File: config.mk
export PLATFORM = sky130hd
export DESIGN_NAME = interrupt_controller
export DESIGN_NICKNAME = d
export VERILOG_FILES = /design/src/rtl/interrupt_controller.sv
export SDC_FILE = /design/constraint.sdc
export NUM_CORES = 1
export LEC_CHECK = 0
export CELL_PAD_IN_SITES_DETAIL_PLACEMENT = 1
export CELL_PAD_IN_SITES_GLOBAL_PLACEMENT = 1
export CORE_ASPECT_RATIO = 0.7
export CORE_MARGIN = 3
export CORE_UTILIZATION = 35
export CTS_CLUSTER_DIAMETER = 40
export DETAILED_ROUTE_END_ITERATION = 8
export PLACE_DENSITY_LB_ADDON = 0.15
export SYNTH_ARGS = -nofsm -noshare
export SYNTH_HDL_FRONTEND = slang
export SYNTH_SLANG_ARGS = --single-unit
export TNS_END_PERCENT = 10
File: constraint.sdc
create_clock -name clk -period 1.6 [get_ports clk]
set_clock_uncertainty 0.1 [all_clocks]
set_input_delay 0.16 -clock clk [delete_from_list [all_inputs] [get_ports clk]]
set_output_delay 0.16 -clock clk [all_outputs]
set_load 0.1 [all_outputs]
File: src/rtl/interrupt_controller.sv
// interrupt_controller
//   Prioritising interrupt controller in front of the processor core.
//   Rising edges on irq_in/nmi_in set pending flags; the lowest-index enabled
//   pending line is requested on INT, the non-maskable source on NMI. The core
//   acknowledges with INA, software retires with eoi. One level of NMI nesting
//   over a maskable handler is supported.
//
// Ports
//   clk, rst_n            clock, asynchronous active-low reset
//   irq_in[NUM_IRQ]       maskable request lines (rising-edge sensitive)
//   nmi_in                non-maskable request (rising-edge sensitive)
//   mask_we, mask_wdata   mask register write (bit=1 enables a line)
//   eoi                   end-of-interrupt pulse from software
//   INA                   acknowledge from the core
//   INT, NMI              requests to the core
//   INTD                  high while any interrupt is in service
//   irq_id                ID of the acknowledged maskable source
//   pending               pending register (status)
//
// Build option
//   IRQ_SYNC_EN  when defined, irq_in/nmi_in pass through a two-flop
//                synchroniser before edge detection (adds 2 cycles latency).
module interrupt_controller #(
  parameter int NUM_IRQ = 8,
  parameter int ID_W    = 3
) (
  input  logic               clk,
  input  logic               rst_n,
  input  logic [NUM_IRQ-1:0] irq_in,
  input  logic               nmi_in,
  input  logic               mask_we,
  input  logic [NUM_IRQ-1:0] mask_wdata,
  input  logic               eoi,
  input  logic               INA,
  output logic               INT,
  output logic               NMI,
  output logic               INTD,
  output logic [ID_W-1:0]    irq_id,
  output logic [NUM_IRQ-1:0] pending
);

  typedef enum logic [2:0] {IDLE, REQ_INT, REQ_NMI, SVC_INT, SVC_NMI} state_t;

  state_t             state, state_nx;
  logic [NUM_IRQ-1:0] irq_s, irq_prev, mask, irq_set, irq_clr, eligible;
  logic               nmi_s, nmi_prev, nmi_pend, nmi_set, nmi_clr;
  logic               nest, nest_nx;
  logic [ID_W-1:0]    winner, winner_nx, arb_id, irq_id_nx;
  logic               int_nx, nmi_nx, intd_nx, any_eligible;

`ifdef IRQ_SYNC_EN
  logic [NUM_IRQ-1:0] irq_meta;
  logic               nmi_meta;

  always_ff @(posedge clk or negedge rst_n) begin
    if (!rst_n) begin
      irq_meta <= '0;
      irq_s    <= '0;
      nmi_meta <= 1'b0;
      nmi_s    <= 1'b0;
    end else begin
      irq_meta <= irq_in;
      irq_s    <= irq_meta;
      nmi_meta <= nmi_in;
      nmi_s    <= nmi_meta;
    end
  end
`else
  always_comb begin
    irq_s = irq_in;
    nmi_s = nmi_in;
  end
`endif

  always_comb begin
    irq_set      = irq_s & ~irq_prev;
    nmi_set      = nmi_s & ~nmi_prev;
    eligible     = pending & mask;
    any_eligible = |eligible;
  end

  // Scan from the top down so the lowest set index is the last one written.
  always_comb begin
    arb_id = '0;
    for (int unsigned i = NUM_IRQ; i > 0; i--) begin
      if (eligible[i-1]) arb_id = ID_W'(i - 1);
    end
  end

  always_comb begin
    state_nx  = state;
    int_nx    = INT;
    nmi_nx    = NMI;
    intd_nx   = INTD;
    irq_id_nx = irq_id;
    winner_nx = winner;
    nest_nx   = nest;
    irq_clr   = '0;
    nmi_clr   = 1'b0;
    unique case (state)
      IDLE: begin
        if (nmi_pend) begin
          nmi_nx   = 1'b1;
          state_nx = REQ_NMI;
        end else if (any_eligible) begin
          int_nx    = 1'b1;
          winner_nx = arb_id;
          state_nx  = REQ_INT;
        end
      end
      // An acknowledge arriving together with a new NMI is honoured first;
      // the NMI then preempts from SVC_INT as a nested request.
      REQ_INT: begin
        if (INA) begin
          int_nx          = 1'b0;
          irq_id_nx       = winner;
          irq_clr[winner] = 1'b1;
          intd_nx         = 1'b1;
          state_nx        = SVC_INT;
        end else if (nmi_pend) begin
          int_nx   = 1'b0;
          nmi_nx   = 1'b1;
          state_nx = REQ_NMI;
        end
      end
      REQ_NMI: begin
        if (INA) begin
          nmi_nx   = 1'b0;
          nmi_clr  = 1'b1;
          intd_nx  = 1'b1;
          state_nx = SVC_NMI;
        end
      end
      SVC_INT: begin
        if (nmi_pend) begin
          nest_nx  = 1'b1;
          nmi_nx   = 1'b1;
          state_nx = REQ_NMI;
        end else if (eoi) begin
          intd_nx  = 1'b0;
          state_nx = IDLE;
        end
      end
      SVC_NMI: begin
        if (eoi) begin
          if (nest) begin
            nest_nx  = 1'b0;
            state_nx = SVC_INT;
          end else begin
            intd_nx  = 1'b0;
            state_nx = IDLE;
          end
        end
      end
      default: state_nx = IDLE;
    endcase
  end

  always_ff @(posedge clk or negedge rst_n) begin
    if (!rst_n) begin
      state    <= IDLE;
      INT      <= 1'b0;
      NMI      <= 1'b0;
      INTD     <= 1'b0;
      irq_id   <= '0;
      winner   <= '0;
      nest     <= 1'b0;
      pending  <= '0;
      nmi_pend <= 1'b0;
      mask     <= '0;
      irq_prev <= '0;
      nmi_prev <= 1'b0;
    end else begin
      state    <= state_nx;
      INT      <= int_nx;
      NMI      <= nmi_nx;
      INTD     <= intd_nx;
      irq_id   <= irq_id_nx;
      winner   <= winner_nx;
      nest     <= nest_nx;
      // Set wins over a clear on the same bit.
      pending  <= (pending & ~irq_clr) | irq_set;
      nmi_pend <= (nmi_pend & ~nmi_clr) | nmi_set;
      if (mask_we) mask <= mask_wdata;
      irq_prev <= irq_s;
      nmi_prev <= nmi_s;
    end
  end

endmodule

After elaboration in Yosys (flattened, before gate mapping)
Cells that the tools add are included.

operators by class
  order comparisons = 2
  eq/ne operators = 17
  muxes and demuxes = 41
  bitwise gates (word level) = 12
  reductions and logical operators = 16

operators with widths
  operator                                              number
  2-to-1 mux 3 bit                                      16
  AND 8 bit                                             3
  != test 2 bit (second input constant)                 9
  2-to-1 mux 1 bit                                      16
  2-to-1 mux 8 bit                                      2
  inverter 8 bit                                        2
  one-hot mux 3 bit (5 select lines)                    1
  != test 3 bit (second input constant)                 3
  AND reduction 3 bit                                   3
  bitwise OR 8 bit                                      1
  OR reduction 8 bit                                    1
  equality test 3 x 2 -> 1 bit (second input constant)  2
  one-hot mux 1 bit (3 select lines)                    2
  AND reduction 6 bit                                   1
  nonzero test 3 bit                                    2
  AND reduction 5 bit                                   1
  < comparator 3 x 4 -> 1 bit (second input constant)   1
  one-hot mux 1 bit (2 select lines)                    2
  AND reduction 4 bit                                   1
  nonzero test 2 bit                                    2
  OR reduction 2 bit                                    2
  demux 1 bit (select 3 bit)                            1
  equality test 3 x 1 -> 1 bit (second input constant)  1
  equality test 3 bit (second input constant)           1
  9 further kinds                                       12

word-level totals
  bits in registers = 39
  input port bits = 22
  output and inout bits = 14
  word-level logic and storage cells = 100

Longest topological paths before layout
  depth in word-level cells = 9
  depth in mapped cells = 6
  mapped depth without buffers = 5

Worst setup path after synthesis
No wires, ideal clock.

  path type = reg2reg
  start = reg pending[2]
  end = reg state[1]
  library setup time = 0.076 ns
  data arrival time = 1.921 ns
  required time = 1.424 ns
  path slack = -0.498 ns
  cell stages (with the launch flop) = 6
  path buffers = 0
  period minus slack after synthesis = 2.098 ns
  path through = dfrtp_1 > a22oi_1 > and4_1 > a211oi_2 > o311ai_1 > o21ai_1

on the way
  word-level cells in the longest chain between the ends = 4

ends and longest elaborated chain
  element                               line  source
  start, declared                       39    output logic [NUM_IRQ-1:0] pending
  start signal, assigned                182   pending <= (pending & ~irq_clr) | irq_set;
  AND 8 bit                             78    eligible = pending & mask;
  OR reduction 8 bit                    79    any_eligible = |eligible;
  != test 3 bit (no source line)        --
  AND reduction 5 bit (no source line)  --
  end signal, assigned                  174   state <= state_nx;
  end, declared                         44    state_t state, state_nx;

Every way passes these cells.
A chain may end at the register's enable or synchronous reset.

Final worst setup path
  start = reg state[1]
  end = reg state[1]

on the way
  word-level cells in the longest chain between the ends = 3
  elaborated cells between the ends (all ways) = 12
  classes of those cells = eq/ne (9); mux (1); reduce/logical (2)

ends and longest elaborated chain
  element                                                                 line  source
  equality test 3 x 2 -> 1 bit (tied with other cells)                    100   unique case (state)
  != test 3 bit (no source line) / != test 2 bit (equally long branches)  --
  AND reduction 5 bit (no source line)                                    --

Several ways; a longest one is shown, not always the timed one.

==> results.cfg <==
[clock_tree]
clk_pin_slew_ns = 0.08
cts_buffers = 5
cts_root_buffer = clkbuf_8
htree_levels = 2
clk_latency_ns = 0.29
clock_sinks = 39
cts_max_path_buffers = 2
cts_tree = yes

[die]
io_pins = 36
dieArea_um2 = 5750
fp.coreArea_um2 = 4500
dieHeight_um = 64.3
num_rows = 20
fp.dieW_um = 89.3
initial_core_util_pct = 37.8

[sta]
period_share_pct = 100
timing.final.crit_period_ns = 1.60
setup_viol = 1
setup_ws_ns = -0.00276
max-slew-margin-rel_pct = 55.2
worst_pin_slew_ns = 0.672
tns_ns = -0.00276
rsz0062_at_grt = yes
hold_viol = 0
max_freq_mhz = 624
slew_violations = 0

[grt]
grt_max_degree = 30
grt_usage_pct = 17.8
grt_pass1_vias = 1538
grt_pass1_wl_mm = 7.78
grt_remaining_overflow = 0
antenna_found_initial = 0

[drt]
wl_mm = 4.84
post_drt_via_cell_ratio = 5.29
drtIter0Drc = 84
drt_first_pass_iters = 4
drc = 0
vias = 1444
detail_route.wl_per_cell_um = 17.7
ant_nets = 0

[power]
leakage_uw = 0.00110
p_per_area_nw_per_um2 = 1850
irDropWorstVdd_mv = 1.23

[run_status]
status = finished with violations
violations = negative setup slack

[worst_setup_path]
crit_required_ns = 1.71
slowest_delay_ns = 0.46
path_cells = nor3b_1 > o31a_1 > a211oi_2 > o311ai_1 > o21ai_1
crit_type = reg2reg
critPathCaptureType = flop
r2r_cells = 5
crit_fanout = 8
startpoint_type = flop
arrival_ns = 1.71
slowest_stage = dfrtp_2

[logic_synthesis]
yosys-top-cells-count = 39 x dfrtp_1, 19 x o21ai_0, 18 x nand2_1
synth_enable_flop_cells = 0
synth_nets = 181
yosys-top-cells-area = dfrtp_1 57%, mux2_2 6.6%, o21ai_0 5.6%, nand2_1 4.0%, a21oi_1 2.9%
ys_async_sr_fraction_pct = 100
ys_types = 34
avgSynthCellArea_um2 = 10.7
syn_inst = 159
synth.cell_area_um2 = 1700
yosysMostFrequentCell = dfrtp_1
synth_ff_type = dfrtp_1
ys_seq_area_share_pct = 57.4
synth_top_area_cell = dfrtp_1
ys_warn_count = 0
synth_seq_cells = 39
synth_top_area_share_pct = 57.4

[layout]
fin_cells = 273
multi_input_area_um2 = 667
regArea_um2 = 1010
nets = 239
diodes = 0
fill_cells = 474
synthToLayoutAreaGrowth_pct = 50.8
drive_above_1_share_pct = 34.4
final_cell_area_um2 = 2570
final_util_pct = 57.0

[place]
io_buffer_count = 35
dp_slack_ns = -0.248
dpl_cell_area_um2 = 2400
dp.final_hpwl_mm = 3.69
dp_cells = 261
routabilityCongestion = 0.810

[run]
drv_cap = 0

[worst_hold_path]
hold_path_depth = 1
hp-class = in2reg
==> repair_timing <==
action	in CTS	in global routing
hold buffers	1	0
setup buffers	3	0
endpoints found under the setup margin	8	14
hold endpoints to repair	27	0
gates resized for setup	2	6
pin swaps	1	1
==> worst paths after layout <==
check	slack, ns	start	endpoint
hold reg to reg	0.32	irq_prev[0]	pending[0]
hold / removal	0.24	irq_in[1]	irq_prev[1]
setup reg to reg	-0.003	state[1]	state[1]
max in group asynchronous	0.49	rst_n	irq_id[2]
min in group asynchronous	0.34	rst_n	pending[5]
setup / recovery	-0.003	state[1]	state[1]
==> kinds of logic after synthesis <==
kind of cell,count (synthesis),synth area share (%)
AND/OR/NAND/NOR,40,12.4
flip-flops,39,57.4
buffers and inverters,19,5.22
multiplexers,10,6.62
AO/OA/AOI/OAI,51,18.4
==> layout make-up <==
cell class                      count  share of cell area (%)
Sequential cell                    39                    39.4
Multi-Input combinational cell    101                    26.0
Timing Repair Buffer               57                    25.5
Clock buffer                        6                    3.22
Tap cell                           55                    2.68
Inverter                           13                    1.90
Clock inverter                      2                    1.37
==> worst max-delay path, delay by kind of cell, from the launching register on <==
| kind | cells | cell delay [ns] |
|---|---|---|
| AO/OA/AOI/OAI | 4 | 0.81 |
| AND/OR/NAND/NOR | 1 | 0.16 |
| flip-flops | 1 | 0.46 |
==> sequential cells by signal, summed over array words and instances (netlist names) <==
register  flops
INT           1
INTD          1
NMI           1
irq_id        3
irq_prev      8
mask          8
nest          1
nmi_pend      1
nmi_prev      1
pending       8
state         3
winner        3
==> layout by cell type (no fill, tap or decap), types with 2 or more instances in the layout <==
master           netlist  final
o21ai_1                3      4
clkdlybuf4s50_1        0     20
dfrtp_1               39     27
buf_12                 0     14
o21ai_0               19     18
mux2_2                10     10
a22oi_1                5      2
dfrtp_2                0      4
clkbuf_8               0      6
dfrtp_4                0      8
a22oi_2                0      3
o22ai_1                2      2
nor3_1                 2      2
buf_4                  2     21
inv_1                 13     13
nand2_1               18     17
a31oi_1                3      3
nor2_1                 5      5
nand2b_1               6      6
a21oi_1               10     10
==> per-layer routing <==
metal	global-route usage, %	routed length (um)
met2	26.7	2310
met3	4.64	188
met4	3.16	4
met1	25.9	2340
met5	0	0
==> report_power, final <==
part           switching, uW  internal (uW)  leakage, uW
clock network            340            505    0.0000612
logic                   1370            957     0.000608
registers                336           1240     0.000431
==> through the flow <==
stage                     hold WS (ns)  power (uW)
after floorplan                 -0.236        2890
after global placement           0.121        3730
after detailed placement         0.137        3820
after CTS                        0.228        4750
after global routing             0.231        5000
final                            0.236        4740
Power figures use the tool's default switching activity.
==> edit 1, RTL diff (config.mk and constraints unchanged) <==
Build with the macro `IRQ_SYNC_EN` defined.
--- a/src/rtl/interrupt_controller.sv
+++ b/src/rtl/interrupt_controller.sv
@@ -22,2 +22,4 @@
 //                synchroniser before edge detection (adds 2 cycles latency).
+`define IRQ_SYNC_EN
+
 module interrupt_controller #(
Formal check against the unedited RTL: not equivalent (Yosys sat finds a counterexample within 4 cycles, from zero or initial values and one cycle with rst_n low).
==> edit 1 against the unedited design <==
- the run still ends with negative setup slack left
- clock power is 69% higher
- power increased by 25%
- final cell count is 19% higher
- area after synthesis increased by 27%
- worst setup slack lost 56 ps
- design area up 24%
- wire length up 12%
- sequential cell count is 18 higher
==> edit 1: results (changes against the unedited design) <==
[global_routing] met2 track demand over resource in global routing 0.2602 [was 0.2675]
[global_routing] GR Util All Layers 0.1730 [was 0.1779]
[sta] Least-Margin Pin Slew 352.4 ps [was 671.8 ps]
[worst_setup_path] startpoint of the lowest-slack register-to-register path state[0] [was state[1]]
[worst_setup_path] maximum fanout count along the critical path 9 [was 8]
[layout] post-route insts no fill 325 [was 273]
[global_routing] met1 Usage GRT 0.2288 [was 0.2593]
[yosys] dominant cells by area after synthesis dfrtp_1 (66%), mux2_2 (5.2%), o21ai_0 (3.7%) [was dfrtp_1 (57%), mux2_2 (6.6%), o21ai_0 (5.6%)]
[route] Initial DRC Count 73 [was 84]
[power] Switching Share 0.3924 [was 0.4307]
[route] average wire per cell in the routed design 16.74 microns [was 17.73 microns]
[global_routing] largest net degree at the start of global routing 58 [was 30]
[sta] worst hold margin 159.2 ps [was 235.5 ps]
[power] Leak Pwr 1.387 nW [was 1.100 nW]
[sta] Setup TNS Final -174.4 ps [was -2.760 ps]
[layout] share of final-layout standard cells stronger than drive strength 1 0.3360 [was 0.3440]
[layout] fill cell total of the finished layout 603 [was 474]
[sta] Setup-failing EPs final 4 [was 1]
[yosys] Mapped Cells 180 [was 159]
[cts] number of H-tree levels 3 [was 2]
[cts] total CTS buffers 9 [was 5]
[layout] number of nets in the layout 267 [was 239]
[worst_setup_path] destination of the worst register-to-register timing path state[0] [was state[1]]
[hold_path] Worst Hold Launch irq_in[3] [was irq_in[1]]
[yosys] share of synthesized area occupied by flip-flops and latches 0.6605 [was 0.5735]
[hold_path] WHS Endpoint irq_meta[3] [was irq_prev[1]]
[sta] setup ws final -58.64 ps [was -2.760 ps]
[status] violated checks negative setup slack [unchanged]
[yosys] top post-synthesis cells by count dfrtp_1 (57), nand2_1 (18), o21ai_0 (16) [was dfrtp_1 (39), o21ai_0 (19), nand2_1 (18)]
[placement] Final GP Congestion 0.7860 [was 0.8104]
[power] worst ir drop on vdd 0.7187 mV [was 1.226 mV]
[placement] sum of net half-perimeters after detailed placement 3969 microns [was 3689 microns]
[route] iteration count of the initial detailed-routing pass 4 [unchanged]
[route] via density per instance 5.037 [was 5.289]
[placement] Placed Instances 306 [was 261]
[status] outcome finished, violations left [unchanged]
[placement] post-placement setup slack -264.6 ps [was -248.2 ps]
[layout] register area 1460 sq um [was 1011 sq um]
[global_routing] GRT met3 Usage 0.06128 [was 0.04639]
[global_routing] global-route wire length before repair 9211 microns [was 7776 microns]
[placement] placed inst area 2932 sq um [was 2397 sq um]
[yosys] Post-Synthesis Net Count 202 [was 181]
[global_routing] via count of the first global-routing pass 1790 [was 1538]
[global_routing] antenna violations before repair 0 [unchanged]
## edit 1: critical path: cells and delay by family (launching register included)
family	cells	cell delay, ps
flip-flops	1	470
AO/OA/AOI/OAI	4	830
AND/OR/NAND/NOR	1	180
## edit 1: logic make-up (layout without fill, tap and decap cells)
| logic type | count (synthesis) | in the layout | share of synthesized area |
|---|---|---|---|
| AO/OA/AOI/OAI | 50 | 50 | 0.1431 |
| buffers and inverters | 20 | 90 | 0.03824 |
| flip-flops | 57 | 57 | 0.6605 |
| multiplexers | 10 | 10 | 0.05214 |
| AND/OR/NAND/NOR | 43 | 43 | 0.1060 |
## edit 1: what timing repair did
| action | in CTS | in global routing |
|---|---|---|
| resized for setup | 3 | 3 |
| hold buffers | 1 | 0 |
| pin swaps | 3 | 2 |
| cloned | 0 | 0 |
| setup endpoints to repair | 10 | 15 |
| endpoints found under the hold margin | 57 | 0 |
| setup buffers | 1 | 1 |
## edit 1: power by group through the flow
stage,Clock (mW),Sequential (mW),Combinational [mW]
detailed placement,0,2.09,2.38
global placement,0,2.07,2.29
global route,1.56,2.12,2.58
CTS,1.49,2.07,2.41
finish,1.43,2.08,2.43
floorplan,0,2.61,0.773
## edit 1: metal layers
layer | wire [microns] | share of wire
met1 | 2593 | 0.48
met2 | 2472 | 0.45
met3 | 275 | 0.051
met4 | 98 | 0.018
met5 | 0 | 0
## edit 1: layout make-up
class | count | area share
sequential | 57 | 0.4591
timing repair buffer | 60 | 0.2164
multi-input combinational | 103 | 0.2120
clock buffer | 10 | 0.04013
tap | 75 | 0.02950
clock inverter | 6 | 0.02636
inverter | 14 | 0.01652
==> edit 2, RTL diff (config.mk and constraints unchanged) <==
Made on the original files. Take the reset off `pending` and load it in a clocked block of its own.
--- a/src/rtl/interrupt_controller.sv
+++ b/src/rtl/interrupt_controller.sv
@@ -167,3 +167,2 @@
       nest     <= 1'b0;
-      pending  <= '0;
       nmi_pend <= 1'b0;
@@ -181,3 +180,2 @@
       // Set wins over a clear on the same bit.
-      pending  <= (pending & ~irq_clr) | irq_set;
       nmi_pend <= (nmi_pend & ~nmi_clr) | nmi_set;
@@ -189,2 +187,6 @@
 
+  always_ff @(posedge clk) begin
+    pending <= (pending & ~irq_clr) | irq_set;
+  end
+
 endmodule
Formal check against the unedited RTL: not equivalent (Yosys sat finds a counterexample within 4 cycles, from zero or initial values and one cycle with rst_n low).
==> edit 2 against the unedited design <==
- the run still ends with negative setup slack left
- largest cell class unchanged
- wire length decreased by 2.8%
- clock power decreased by 25%
- design area decreased by 6.9%
- utilization decreased by 3.3 points
- power decreased by 7.0%
- area after synthesis decreased by 2.4%
- synthesized cell count unchanged
- worst setup slack got worse by 42 ps
- via count decreased by 2.7%
- sequential cell count unchanged
==> edit 2: results (changes against the unedited design) <==
[status] outcome finished, violations left [unchanged]
[status] violated checks negative setup slack [unchanged]
[yosys] top post-synthesis cells by count dfrtp_1 (31), o21ai_0 (19), nand2_1 (18) [was dfrtp_1 (39), o21ai_0 (19), nand2_1 (18)]
[placement] Placed Instances 255 [was 261]
[layout] number of nets in the layout 229 [was 239]
[global_routing] via count of the first global-routing pass 1509 [was 1538]
[worst_setup_path] maximum fanout count along the critical path 9 [was 8]
[cts] post-cts repair resize count 4 [was 2]
[layout] fill cell total of the finished layout 495 [was 474]
[global_routing] global-route wire length before repair 7507 microns [was 7776 microns]
[power] Leak Pwr 1.022 nW [was 1.100 nW]
[cts] number of buffers inserted by post-CTS setup repair 0 [was 3]
[hold_path] worst min-delay path class input port to asynchronous set/reset pin [was input port to register]
[yosys] share of synthesized area occupied by flip-flops and latches 0.5633 [was 0.5735]
[yosys] dominant cells by area after synthesis dfrtp_1 (47%), dfxtp_1 (9.6%), mux2_2 (6.8%) [was dfrtp_1 (57%), mux2_2 (6.6%), o21ai_0 (5.6%)]
[worst_setup_path] largest stage delay on the critical path 480 ps [was 460 ps]
[layout] share of final-layout standard cells stronger than drive strength 1 0.2788 [was 0.3440]
[route] average wire per cell in the routed design 17.89 microns [was 17.73 microns]
[layout] final standard cell utilization of the core 0.5365 [was 0.5697]
[global_routing] GR Util All Layers 0.1757 [was 0.1779]
[yosys] distinct cell type count after synthesis 35 [was 34]
[route] via density per instance 5.342 [was 5.289]
[layout] sequential portion of the cell area 0.4058 [was 0.3940]
[power] worst ir drop on vdd 1.131 mV [was 1.226 mV]
[yosys] Mapped Avg Cell Area 10.45 sq um [was 10.70 sq um]
[layout] number of signal-net buffers in the layout 47 [was 57]
[layout] non-clock buffering overhead in the final layout 0.2429 [was 0.2545]
[sta] setup ws final -44.61 ps [was -2.760 ps]
[worst_setup_path] data arrival at the endpoint of the critical path 1750 ps [was 1710 ps]
[sta] Setup-failing EPs final 2 [was 1]
[sta] Least-Margin Pin Slew 411.1 ps [was 671.8 ps]
[layout] number of sequential storage elements 39 [unchanged]
edit 2: changes by cell type after synthesis:
cell and delta:
dfxtp_1 +8, dfrtp_1 -8
edit 2: kinds of logic after synthesis:
| logic type | synth area share |
|---|---|
| compound gates | 0.1883 |
| simple gates | 0.1273 |
| flops | 0.5632 |
| buf+inv | 0.05346 |
| mux | 0.06777 |
edit 2: routing by layer:
layer | part of all wire | GRT usage
met4 | 0.012 | 0.05283
met1 | 0.47 | 0.2453
met3 | 0.050 | 0.05098
met2 | 0.47 | 0.2621
met5 | 0 | 0
edit 2: how the worst max path moves through the flow:
stage,end,slack [ps],cells after the start
floorplan,INTD,-20,3
global placement,state[1],-130,6
detailed placement,state[1],-230,6
CTS,state[1],-10,5
global route,state[1],-100,5
finish,state[1],-40,5
edit 2: power by group through the flow:
stage	sequential [mW]	combinational, mW	clock, mW
floorplan	2.11	0.750	0
global placement	1.55	2.12	0
detailed placement	1.58	2.19	0
CTS	1.57	2.21	0.649
global route	1.61	2.33	0.697
finish	1.58	2.20	0.629
